[src/rtl/i2c_pad_frontend.sv]
// i2c_pad_frontend
// Sits between the I2C master's SCL/SDA level/direction outputs and the
// board's open-drain pads. Turns the master's requests into open-drain
// tristate controls. Synchronises and glitch-filters the returned pad
// levels, and hands the filtered SDA back to the master. Also monitors the
// bus: START/STOP detection, bus-busy, clock-stretch and sticky
// arbitration-lost.
//
// Parameters
//   FILTER_LEN   : identical synchronised samples needed to accept a new level (1..15)
//   IDLE_TIMEOUT : cycles with both filtered lines high before busy is force-cleared
//
// Ports
//   i_clk, i_rst             : system clock, async active-high reset
//   i_scl, i_sda, i_sda_dir  : master requests (1 = release; dir 1 = input)
//   i_clr_arb                : clears sticky arbitration-lost
//   o_scl_t, o_sda_t         : pad tristate controls (1 = hi-Z, 0 = drive low)
//   i_scl_pad, i_sda_pad     : raw pad levels
//   o_scl_filt, o_sda_filt   : filtered pad levels
//   o_start_det, o_stop_det  : single-cycle START / STOP pulses
//   o_busy, o_stretch        : bus busy, slave holding SCL low
//   o_arb_lost               : sticky, released-high SDA seen low at SCL rise
module i2c_pad_frontend #(
  parameter int FILTER_LEN   = 4,
  parameter int IDLE_TIMEOUT = 1024
) (
  input  logic i_clk,
  input  logic i_rst,
  input  logic i_scl,
  input  logic i_sda,
  input  logic i_sda_dir,
  input  logic i_clr_arb,
  output logic o_scl_t,
  output logic o_sda_t,
  input  logic i_scl_pad,
  input  logic i_sda_pad,
  output logic o_scl_filt,
  output logic o_sda_filt,
  output logic o_start_det,
  output logic o_stop_det,
  output logic o_busy,
  output logic o_stretch,
  output logic o_arb_lost
);

  localparam logic [3:0]  FILT_LAST   = 4'(FILTER_LEN - 1);
  localparam logic [15:0] IDLE_MAX    = 16'(IDLE_TIMEOUT);
  localparam logic [4:0]  STRETCH_THR = 5'(FILTER_LEN + 3);
  localparam logic [4:0]  REL_MAX     = 5'd31;

  logic scl_t, sda_t;
  logic sda_drive_high;
  logic scl_s1, scl_s2, sda_s1, sda_s2;
  logic [3:0] scl_cnt, sda_cnt;
  logic scl_f, sda_f;
  logic scl_prev, sda_prev;
  logic [15:0] idle_cnt;
  logic [4:0] rel_cnt;
  logic busy, arb_lost;

  logic start_det, stop_det, filt_edge, idle_timeout, scl_rise, both_high;

  // Pad drive. Reset releases both pads immediately via the async reset.
  // sda_drive_high remembers that the master was actively outputting a 1,
  // which is the only case where a low SDA means someone else won the bus.
  always_ff @(posedge i_clk or posedge i_rst) begin
    if (i_rst) begin
      scl_t          <= 1'b1;
      sda_t          <= 1'b1;
      sda_drive_high <= 1'b0;
    end else begin
      scl_t          <= i_scl;
      sda_t          <= i_sda_dir | i_sda;
      sda_drive_high <= ~i_sda_dir & i_sda;
    end
  end

  always_ff @(posedge i_clk or posedge i_rst) begin
    if (i_rst) begin
      scl_s1 <= 1'b1;
      scl_s2 <= 1'b1;
      sda_s1 <= 1'b1;
      sda_s2 <= 1'b1;
    end else begin
      scl_s1 <= i_scl_pad;
      scl_s2 <= scl_s1;
      sda_s1 <= i_sda_pad;
      sda_s2 <= sda_s1;
    end
  end

  // Glitch filters: a new level is accepted on the FILTER_LEN-th consecutive
  // differing sample; any agreeing sample restarts the run.
  always_ff @(posedge i_clk or posedge i_rst) begin
    if (i_rst) begin
      scl_f   <= 1'b1;
      scl_cnt <= 4'd0;
    end else if (scl_s2 != scl_f) begin
      if (scl_cnt == FILT_LAST) begin
        scl_f   <= scl_s2;
        scl_cnt <= 4'd0;
      end else begin
        scl_cnt <= scl_cnt + 4'd1;
      end
    end else begin
      scl_cnt <= 4'd0;
    end
  end

  always_ff @(posedge i_clk or posedge i_rst) begin
    if (i_rst) begin
      sda_f   <= 1'b1;
      sda_cnt <= 4'd0;
    end else if (sda_s2 != sda_f) begin
      if (sda_cnt == FILT_LAST) begin
        sda_f   <= sda_s2;
        sda_cnt <= 4'd0;
      end else begin
        sda_cnt <= sda_cnt + 4'd1;
      end
    end else begin
      sda_cnt <= 4'd0;
    end
  end

  always_ff @(posedge i_clk or posedge i_rst) begin
    if (i_rst) begin
      scl_prev <= 1'b1;
      sda_prev <= 1'b1;
    end else begin
      scl_prev <= scl_f;
      sda_prev <= sda_f;
    end
  end

  // SCL must be high in both cycles, so a simultaneous SCL/SDA change is
  // never reported as START or STOP.
  assign start_det    = scl_prev & scl_f &  sda_prev & ~sda_f;
  assign stop_det     = scl_prev & scl_f & ~sda_prev &  sda_f;
  assign scl_rise     = ~scl_prev & scl_f;
  assign filt_edge    = (scl_prev ^ scl_f) | (sda_prev ^ sda_f);
  assign both_high    = scl_f & sda_f;
  assign idle_timeout = (idle_cnt == IDLE_MAX);

  always_ff @(posedge i_clk or posedge i_rst) begin
    if (i_rst) begin
      idle_cnt <= 16'd0;
    end else if (filt_edge || !both_high) begin
      idle_cnt <= 16'd0;
    end else if (!idle_timeout) begin
      idle_cnt <= idle_cnt + 16'd1;
    end
  end

  // START has priority so a (repeated) START coinciding with the timeout
  // leaves the bus marked busy.
  always_ff @(posedge i_clk or posedge i_rst) begin
    if (i_rst) begin
      busy <= 1'b0;
    end else if (start_det) begin
      busy <= 1'b1;
    end else if (stop_det || idle_timeout) begin
      busy <= 1'b0;
    end
  end

  // Counts cycles that SCL stays low after we released it. The threshold
  // allows for our own sync + filter latency before a stretch is declared.
  always_ff @(posedge i_clk or posedge i_rst) begin
    if (i_rst) begin
      rel_cnt <= 5'd0;
    end else if (!scl_t || scl_f) begin
      rel_cnt <= 5'd0;
    end else if (rel_cnt != REL_MAX) begin
      rel_cnt <= rel_cnt + 5'd1;
    end
  end

  // Set wins over clear.
  always_ff @(posedge i_clk or posedge i_rst) begin
    if (i_rst) begin
      arb_lost <= 1'b0;
    end else if (scl_rise && sda_drive_high && !sda_f && busy) begin
      arb_lost <= 1'b1;
    end else if (i_clr_arb) begin
      arb_lost <= 1'b0;
    end
  end

  assign o_scl_t     = scl_t;
  assign o_sda_t     = sda_t;
  assign o_scl_filt  = scl_f;
  assign o_sda_filt  = sda_f;
  assign o_start_det = start_det;
  assign o_stop_det  = stop_det;
  assign o_busy      = busy;
  // Masked by the filtered level so the flag drops as soon as SCL is seen high.
  assign o_stretch   = (rel_cnt > STRETCH_THR) & ~scl_f;
  assign o_arb_lost  = arb_lost;

endmodule

[config.mk]
export PLATFORM = sky130hd
export DESIGN_NAME = i2c_pad_frontend
export DESIGN_NICKNAME = d
export VERILOG_FILES = /design/src/rtl/i2c_pad_frontend.sv
export SDC_FILE = /design/constraint.sdc
export NUM_CORES = 1
export LEC_CHECK = 0
export ABC_CLOCK_PERIOD_IN_PS = 1900
export BUFFER_PORTS_ARGS = -buffer_cell sky130_fd_sc_hd__clkbuf_2
export CAP_MARGIN = 10
export CORE_UTILIZATION = 58
export CTS_CLUSTER_DIAMETER = 50
export DETAILED_ROUTE_END_ITERATION = 10
export GPL_TIMING_DRIVEN = 0
export PLACE_DENSITY = 0.78
export SLEW_MARGIN = 20
export SYNTH_ARGS = -nofsm -noshare
export SYNTH_HDL_FRONTEND = slang
export SYNTH_SLANG_ARGS = --single-unit
export TNS_END_PERCENT = 20
[constraint.sdc]
create_clock -name i_clk -period 1.9 [get_ports i_clk]
set_input_delay 0.38 -clock i_clk [delete_from_list [all_inputs] [get_ports i_clk]]
set_output_delay 0.38 -clock i_clk [all_outputs]
set_load 0.1 [all_outputs]
==> flow_summary_export.csv <==
group,metric,value,unit
pwr,p_int,0.00161,W
synth,yosysWarnings,0,
setup_path,critPathRequiredTime,1.52,ns
routing,drt_first_iter_violations,62,
run,cap_violations,0,
clock_tree,cts_tree,"yes",
setup_path,end_kind,"primary output",
synth,synth-seq-cells,42,
hold_path,holdPathStages,1,
layout,stdcell_area,0.00227,sq mm
setup_path,crit_chain,"ha_4 > and3b_2 > clkbuf_16",
synth,synthTopCellsByCount,"dfrtp_1, nor2_1, dfstp_2",
global_routing,grt_remaining_overflow,0,
clock_tree,cts_made_buffers,5,
place,gp_congestion,0.868,
setup_path,r2r.worst_path.cells,5,
layout,instances_no_fill,240,
synth,async_flop_share,100,%
die,ioPinCount,17,
sta,min_period,1.94,ns
place,io_buffers,16,
setup_path,cp-start-kind,"flop",
synth,synth_area,0.00192,sq mm
pwr,p_per_area,1150,mW/mm^2
place,placed_cell_area,0.00210,sq mm
sta,clock-skew-final,0.0157,ns
sta,setup_viol,2,
clock_tree,clk_pin_slew,0.13,ns
hold_path,hp-class,"input port to flop",
synth,syn_area_per_cell,11.5,sq um
clock_tree,worstSkewPairLatency,0.36,ns
layout,post_route_cells_drive_above_1_share,27.6,%
pwr,max-vdd-ir-drop,0.446,mV
layout,multi_input_area,856,sq um
place,place_hpwl,2420,um
routing,drt_pass1_iterations,4,
global_routing,grt_pass1_vias,1312,
synth,synth_top_area_share,41.7,%
sta,rsz0062_at_grt,"true",
routing,vias,1323,
synth,synth_nets,183,
sta,tightest_slew,0.556,ns
synth,netlist_instances,167,
pwr,power.leakage,0.990,nW
global_routing,antenna_found_initial,0,
setup_path,path_max_fanout,6,
routing,wl,3600,um
clock_tree,clockBufferDepth,2,
global_routing,grt_max_degree,26,
die,num_rows,20,
synth,ys_top_cells_by_area,"dfrtp_1, dfstp_2, ha_1, nor2_1, xnor2_1",
global_routing,grt_usage,23.6,%
run_status,violations,"setup timing",
die,start_util,61.9,%
clock_tree,clock_sinks,42,
pwr,seqPwrFrac,45.7,%
place,pre_cts_slack,0.0452,ns
synth,yosys.area.top_type,"dfrtp_1",
die,coreArea,0.00310,sq mm
setup_path,critical_path_buf_inv_count,1,
die,die_y,59.5,um
global_routing,grt_first_pass_wirelength,5890,um
pwr,p_comb_share,32.7,%
setup_path,crit_type,"flop to primary output",
sta,maxSlewHeadroom,63.1,%
sta,tns,-0.0764,ns
sta,finalHoldViolCount,0,
pwr,clkPwrFrac,21.6,%
routing,detail_route.vias_per_cell,5.51,
layout,seq_area,0.00107,sq mm
die,die-area,0.00354,sq mm
synth,synth_edf_count,0,
layout,diodes,0,
synth,synthDistinctLibCells,37,
setup_path,critPathArrivalTime,1.56,ns
routing,drt.antenna.violating_nets,0,
routing,drc,0,
layout,nFillCells,228,
synth,synth_ff_type,"dfrtp_1",
pwr,sw_frac_of_total,38.2,%
layout,nNetsFinal,211,
run_status,status,"finished, violations left",
setup_path,cp.depth,3,
sta,max_freq,0.514,GHz
layout,syn_to_final_growth,18.1,%
sta,fin_crit_sh,102,%
clock_tree,htreeDepth,2,
setup_path,critPathMaxStageDelay,0.67,ns
routing,wire_per_inst,15.0,um
sta,drv_slew,0,
place,dp_cells,228,
setup_path,critical_path.top_delay_family,"flip-flops",
setup_path,crit_slowest_cell,"dfstp_4",
pwr,p_sw,0.000996,W
sta,setup_ws,-0.0437,ns
synth,yosysSeqAreaShare,55.4,%
die,die_x,59.5,um
synth,synth.most_common_cell,"dfrtp_1",
clock_tree,root_buffer,"clkbuf_4",
[power groups by stage]
stage	Sequential, W	Clock [W]	Combinational, W
final	0.00119	0.000563	0.000851
after global routing	0.00121	0.000612	0.000913
after CTS	0.00119	0.000575	0.000845
after detailed placement	0.00121	0	0.000729
after global placement	0.00120	0	0.000700
after floorplan	0.00146	0	0.000328
[stage by stage]
step,utilization [%],hold slack (ns),total power (W)
after floorplan,-,0.345,0.00178
after global placement,66.7,0.345,0.00190
after detailed placement,67.6,0.347,0.00194
after CTS,73.1,0.0907,0.00261
after global routing,73.1,0.0733,0.00274
final,73.1,0.0949,0.00261
[path summary, 6_finish.rpt]
kind	startpoint	slack, ns	end
worst max register to register	o_scl_filt	0.12	idle_cnt[0]
worst min-delay path	i_scl	0.09	o_scl_t
max in group asynchronous	i_rst	0.83	sda_s2
worst max-delay path	o_scl_filt	-0.04	o_stop_det
worst min register to register	scl_s1	0.36	scl_s2
min in group asynchronous	i_rst	0.53	scl_cnt[3]
[sequential cells by signal, summed over array words and instances (netlist names)]
register and count:
idle_cnt 16, rel_cnt 5, scl_cnt 4, sda_cnt 4, o_arb_lost 1, o_busy 1, o_scl_filt 1, o_scl_t 1
o_sda_filt 1, o_sda_t 1, scl_prev 1, scl_s1 1, scl_s2 1, sda_drive_high 1, sda_prev 1, sda_s1 1
sda_s2 1
[final cells by class]
cell class / instances / area share (%)
Sequential cell: 42 / 47.1
Multi-Input combinational cell: 118 / 37.7
Timing Repair Buffer: 21 / 8.06
Tap cell: 44 / 2.43
Clock buffer: 6 / 1.82
Clock inverter: 2 / 1.66
Inverter: 6 / 0.993
Buffer: 1 / 0.221
[what timing repair did]
item,in CTS,in global routing
buffers inserted,3,0
setup endpoints to repair,3,3
hold endpoints to repair,9,0
pin swaps,2,0
resized for setup,11,1
hold buffers,1,0
[cell usage in the layout, fill, tap and decap left out, drive strengths merged, types with 4 or more instances in the layout]
| master | count |
|---|---|
| ha | 8 |
| nand2 | 8 |
| xnor2 | 9 |
| a21oi | 4 |
| nor2 | 24 |
| buf | 5 |
| nor3 | 4 |
| xor2 | 9 |
| clkbuf | 22 |
| dfrtp | 32 |
| nor4 | 4 |
| inv | 6 |
| mux2 | 4 |
| dfstp | 10 |
| nand4 | 5 |
| nand3 | 6 |
| nor2b | 5 |
[worst reg2reg max path, stage by stage (launching register included)]
cell	delay, ns
dfstp_4	0.67
buf_4	0.13
ha_1	0.22
nand4_1	0.25
clkbuf_2	0.30
nor2_1	0.10
[kinds of logic (layout without fill, tap and decap cells)]
group                      Yosys count  after routing  share of synthesized area, %
AOI/OAI and AO/OA                    9              9                          2.67
xor gates and xnor gates            18             18                          8.21
adders and majority gates            8              8                          5.22
buffers and inverters                7             36                          1.37
DFF                                 42             42                          55.4
muxes                                7              7                          3.91
and+or+nand+nor                     76             76                          23.2
[routing by layer]
layer	part of all wire (%)	global-route usage, %	vias up
li1	-	-	634
met5	0	0	-
met2	54	44.5	25
met3	2.5	4.59	7
met1	41	25.4	657
met4	1.8	9.97	0
Power figures use the tool's default switching activity.
